**src/rtl/bias_load_ctrl.sv**
```systemverilog
// bias_load_ctrl: accepts a (layer, count) load command, then turns a stream of
// bias words into addressed one-cycle write strobes to the per-neuron bias bank.
// Zero-length commands complete at once, and oversize commands are rejected.
// Neither kind of command issues any writes.

module bias_load_ctrl #(
    parameter int DATA_W      = 32,
    parameter int LAYER_W     = 8,
    parameter int MAX_NEURONS = 64,
    parameter int NEURON_W    = 7
) (
    input  logic                clk,
    input  logic                rst,
    input  logic                cmd_valid,
    output logic                cmd_ready,
    input  logic [LAYER_W-1:0]  cmd_layer,
    input  logic [NEURON_W-1:0] cmd_count,
    input  logic                s_valid,
    output logic                s_ready,
    input  logic [DATA_W-1:0]   s_data,
    output logic                bias_wr_en,
    output logic [LAYER_W-1:0]  bias_wr_layer,
    output logic [NEURON_W-1:0] bias_wr_neuron,
    output logic [DATA_W-1:0]   bias_wr_data,
    output logic                busy,
    output logic                done,
    output logic                err
);

    typedef enum logic [0:0] {
        IDLE = 1'b0,
        LOAD = 1'b1
    } state_t;

    localparam logic [NEURON_W-1:0] MAX_COUNT = NEURON_W'(MAX_NEURONS);
    localparam logic [NEURON_W-1:0] ONE       = NEURON_W'(1);

    state_t              state;
    logic [LAYER_W-1:0]  layer_q;
    logic [NEURON_W-1:0] count_q;
    logic [NEURON_W-1:0] idx;

    // Handshake readiness and busy are pure decodes of the state register.
    // This keeps them glitch-free and avoids any combinational path from
    // the inputs.
    assign cmd_ready = (state == IDLE);
    assign s_ready   = (state == LOAD);
    assign busy      = (state == LOAD);

    // Command sequencer: accept or reject commands, then step through the bias words.
    // NOTE: all state here uses non-blocking assignment so every register samples
    // pre-edge values; blocking would let idx/state updates leak into later lines.
    always_ff @(posedge clk) begin
        if (rst) begin
            state          <= IDLE;
            layer_q        <= '0;
            count_q        <= '0;
            idx            <= '0;
            bias_wr_en     <= 1'b0;
            bias_wr_layer  <= '0;
            bias_wr_neuron <= '0;
            bias_wr_data   <= '0;
            done           <= 1'b0;
            err            <= 1'b0;
        end else begin
            // Strobes default low; address/data registers hold their last write.
            bias_wr_en <= 1'b0;
            done       <= 1'b0;
            err        <= 1'b0;

            case (state)
                IDLE: begin
                    if (cmd_valid) begin
                        if (cmd_count == '0) begin
                            done <= 1'b1;
                        end else if (cmd_count > MAX_COUNT) begin
                            err <= 1'b1;
                        end else begin
                            layer_q <= cmd_layer;
                            count_q <= cmd_count;
                            idx     <= '0;
                            state   <= LOAD;
                        end
                    end
                end

                LOAD: begin
                    if (s_valid) begin
                        bias_wr_en     <= 1'b1;
                        bias_wr_layer  <= layer_q;
                        bias_wr_neuron <= idx;
                        bias_wr_data   <= s_data;
                        idx            <= idx + ONE;
                        // Final word: done coincides with the last write strobe.
                        if (idx == count_q - ONE) begin
                            done  <= 1'b1;
                            state <= IDLE;
                        end
                    end
                end

                default: state <= IDLE;
            endcase
        end
    end

endmodule
```
**config.mk**
```make
export PLATFORM = sky130hd
export DESIGN_NAME = bias_load_ctrl
export DESIGN_NICKNAME = d
export VERILOG_FILES = /design/src/rtl/bias_load_ctrl.sv
export SDC_FILE = /design/constraint.sdc
export NUM_CORES = 1
export LEC_CHECK = 0
export ABC_CLOCK_PERIOD_IN_PS = 1570
export CORE_MARGIN = 2
export CORE_UTILIZATION = 25
export CTS_BUF_LIST = sky130_fd_sc_hd__clkbuf_4
export DETAILED_ROUTE_END_ITERATION = 10
export PLACE_DENSITY = 0.51
export SETUP_SLACK_MARGIN = 0.4
export SYNTH_ARGS = -nofsm -noshare
export SYNTH_HDL_FRONTEND = slang
export SYNTH_SLANG_ARGS = --single-unit
```
**constraint.sdc**
```tcl
create_clock -name clk -period 1.57 [get_ports clk]
set_input_delay 0.314 -clock clk [delete_from_list [all_inputs] [get_ports clk]]
set_output_delay 0.314 -clock clk [all_outputs]
set_load 0.005 [all_outputs]
```
==> metrics <==
status=finished, violations left; share of flip-flops with an asynchronous set or reset=0; Cell Area, Placed=4310 µm²; Die X=112 µm; syn nets=413; vias=3083; cts hold-fix bufs=0; Routed wire per std cell=14.6 µm; EDFF count, synth=0; drt pass-1 iters=4; CP arrival=1.92 ns; final std cells w/o fill=673; count of cell types in the netlist=41; crit path launch=count_q[0]; Layout Cell Area excl Fill=5960 µm²; period utilisation layout=1.01; synthesized area=2920 µm²; Die Y=112 µm; vias in the first global route=2973; CTS H-tree depth=3; # DRC=0; ANT nets after route=0; Worst VDD drop=0.000359 V; critical path fanouts, max=8; Starting Density=0.255; Max transition margin=0.715; crit-path cells=inv_2 -> ha_4 -> and4b_1 -> o31ai_2 -> a22oi_2 -> buf_4 -> a311oi_2; Post-DP HPWL=5.60 mm; Max clock buf depth=2; Core Rows=39; setup TNS=-0.00997 ns; layout cells sized above 1=0.711; gpl congestion=0.753; final worst slack=-0.00994 ns; core outline area=11400 µm²; final setup vio count=2; fin crit period=1.58 ns; Power, Total=4.05 mW; Ant. Diodes=0; clock slew seen by the registers of the worst setup and hold paths=0.13 ns; Hold Path Class=primary input to flip-flop; failing checks=setup timing; pin count of the biggest net entering global routing=21; Req. time, crit path=1.91 ns; Cell Pwr Density=679 nW/µm²; gr usage total=0.149; Cells after DPL=607; MaxCap Viol Count=0; # port buffers=103; Worst Skew=0.0199 ns; Initial DRC Count=154; hold path start=cmd_count[3]; gr ovfl total=0; Area Overhead vs Synth=104%; Final Slew Violations=0; Synth Instances=360; Routed Wire Length=9.83 mm; ys flop type=dfxtp_1; Slowest cell on crit path=dfxtp_4; Clk Latency, worst-skew pair=0.42 ns; clock sinks=73; die area=12500 µm²; RSZ-0062 raised after global routing=true; Least-Margin Pin Slew=0.426 ns; IO Count=104; total CTS buffers=9; TritonCTS clock tree=yes; Avg Cell Area, Syn=8.10 µm²; Worst setup SP type=flip-flop; f_max=633 MHz; Synthesis Warnings=0; clk root buf=clkbuf_4; post-synthesis register bit count=73; drt via density=4.58; worst flop-to-flop path startpoint=count_q[0]; global-route wire length before repair=14.9 mm; final hold vios=0; leak pwr=2.68 nW; Worst Setup End Kind=flip-flop; sequential fraction of the synthesis area=0.501; final-stage net count=578; Worst path max stage delay=0.39 ns; initial antenna violation count=0; hold_ws=0.237 ns; CP Class=flip-flop to flip-flop
-- synthesized netlist by cell type, types with 3 or more instances --
| library cell | number | share of area |
|---|---|---|
| dfxtp_1 | 73 | 0.50 |
| clkbuf_1 | 12 | 0.015 |
| nor2_1 | 8 | 0.010 |
| nand2_1 | 133 | 0.17 |
| buf_6 | 3 | 0.012 |
| xor2_1 | 8 | 0.024 |
| nor3_1 | 6 | 0.010 |
| xnor2_1 | 4 | 0.012 |
| buf_2 | 5 | 0.0086 |
| nand3_1 | 3 | 0.0051 |
| o21ai_0 | 3 | 0.0051 |
| buf_4 | 5 | 0.013 |
| inv_1 | 3 | 0.0039 |
| a21oi_1 | 63 | 0.11 |
-- placed cells by master, fill, tap and decap left out, types with 3 or more instances in the layout --
cell             instances
nand2_1                 49
nor2_1                   5
clkinvlp_4               3
clkdlybuf4s50_1         43
xor2_1                   7
dfxtp_2                 55
buf_6                   38
clkbuf_4                 9
buf_2                   34
a21oi_2                 56
dfxtp_1                 17
buf_12                  10
buf_4                   38
xnor2_1                  3
nand2_2                 15
buf_16                   9
nand2_4                 68
a21oi_1                  9
nor3_2                   4
dlygate4sd2_1            3
-- final cells by class --
| type | count | area [µm²] |
|---|---|---|
| Clock inverter | 7 | 78.8 |
| Inverter | 3 | 13.8 |
| Multi-Input combinational cell | 257 | 2210 |
| Timing Repair Buffer | 181 | 1880 |
| Clock buffer | 9 | 67.6 |
| Tap cell | 143 | 179 |
| Sequential cell | 73 | 1530 |
| Fill cell | 1038 | 5460 |
-- flip-flops by register name (all words and copies together) (netlist names) --
register,flops
bias_wr_data,32
bias_wr_layer,8
layer_q,8
bias_wr_neuron,7
count_q,7
idx,7
bias_wr_en,1
busy,1
done,1
err,1
-- where the power goes --
| group | internal, mW | switching [mW] |
|---|---|---|
| clock network | 0.498 | 0.732 |
| registers | 1.91 | 0.0447 |
| logic | 0.474 | 0.392 |
-- layer usage --
metal | vias up | track usage | routed length [µm] | share of wire
li1 | 1524 | - | - | -
met4 | 0 | 0.0528 | 175 | 0.018
met2 | 73 | 0.255 | 5020 | 0.51
met3 | 15 | 0.0346 | 447 | 0.045
met1 | 1471 | 0.185 | 4180 | 0.43
met5 | - | 0 | 0 | 0
-- final timing paths --
check                endpoint  slack, ns  cells after the start
max reg2reg              busy      -0.01                      7
min reg2reg  bias_wr_data[29]       0.46                      2
min                count_q[3]       0.24                      3
max                      busy      -0.01                      7
-- stage by stage --
step | utilization | worst slack, ns
6_report | 0.522 | -0.00994
5_1_grt | 0.522 | -0.0853
4_1_cts | 0.446 | 0.0169
3_5_place_dp | 0.377 | -0.498
3_3_place_gp | 0.377 | -0.449
2_1_floorplan | - | 0.0930
-- worst max-delay path: cells and delay by family (launching register included) --
kind,cells,cell delay [ns]
adder cells (fa/ha/maj),1,0.17
AO/OA/AOI/OAI,3,0.54
flip-flops,1,0.39
AND/OR/NAND/NOR,1,0.21
buffers and inverters,2,0.21
-- cells by family after synthesis --
| kind of cell | count (synthesis) | share of synthesized area |
|---|---|---|
| mux | 1 | 0.00343 |
| xor+xnor | 12 | 0.0360 |
| compound gates | 78 | 0.151 |
| fa+ha+maj | 2 | 0.00858 |
| simple gates | 164 | 0.245 |
| flops | 73 | 0.501 |
| buf+inv | 30 | 0.0549 |
-- repair_timing --
action	4_1_cts	5_1_grt
setup endpoints to repair	109	125
pin swaps	38	72
cloned	9	1
buffers inserted	22	18
gates resized for setup	382	177
No activity file was read; power rests on OpenSTA's default activity.
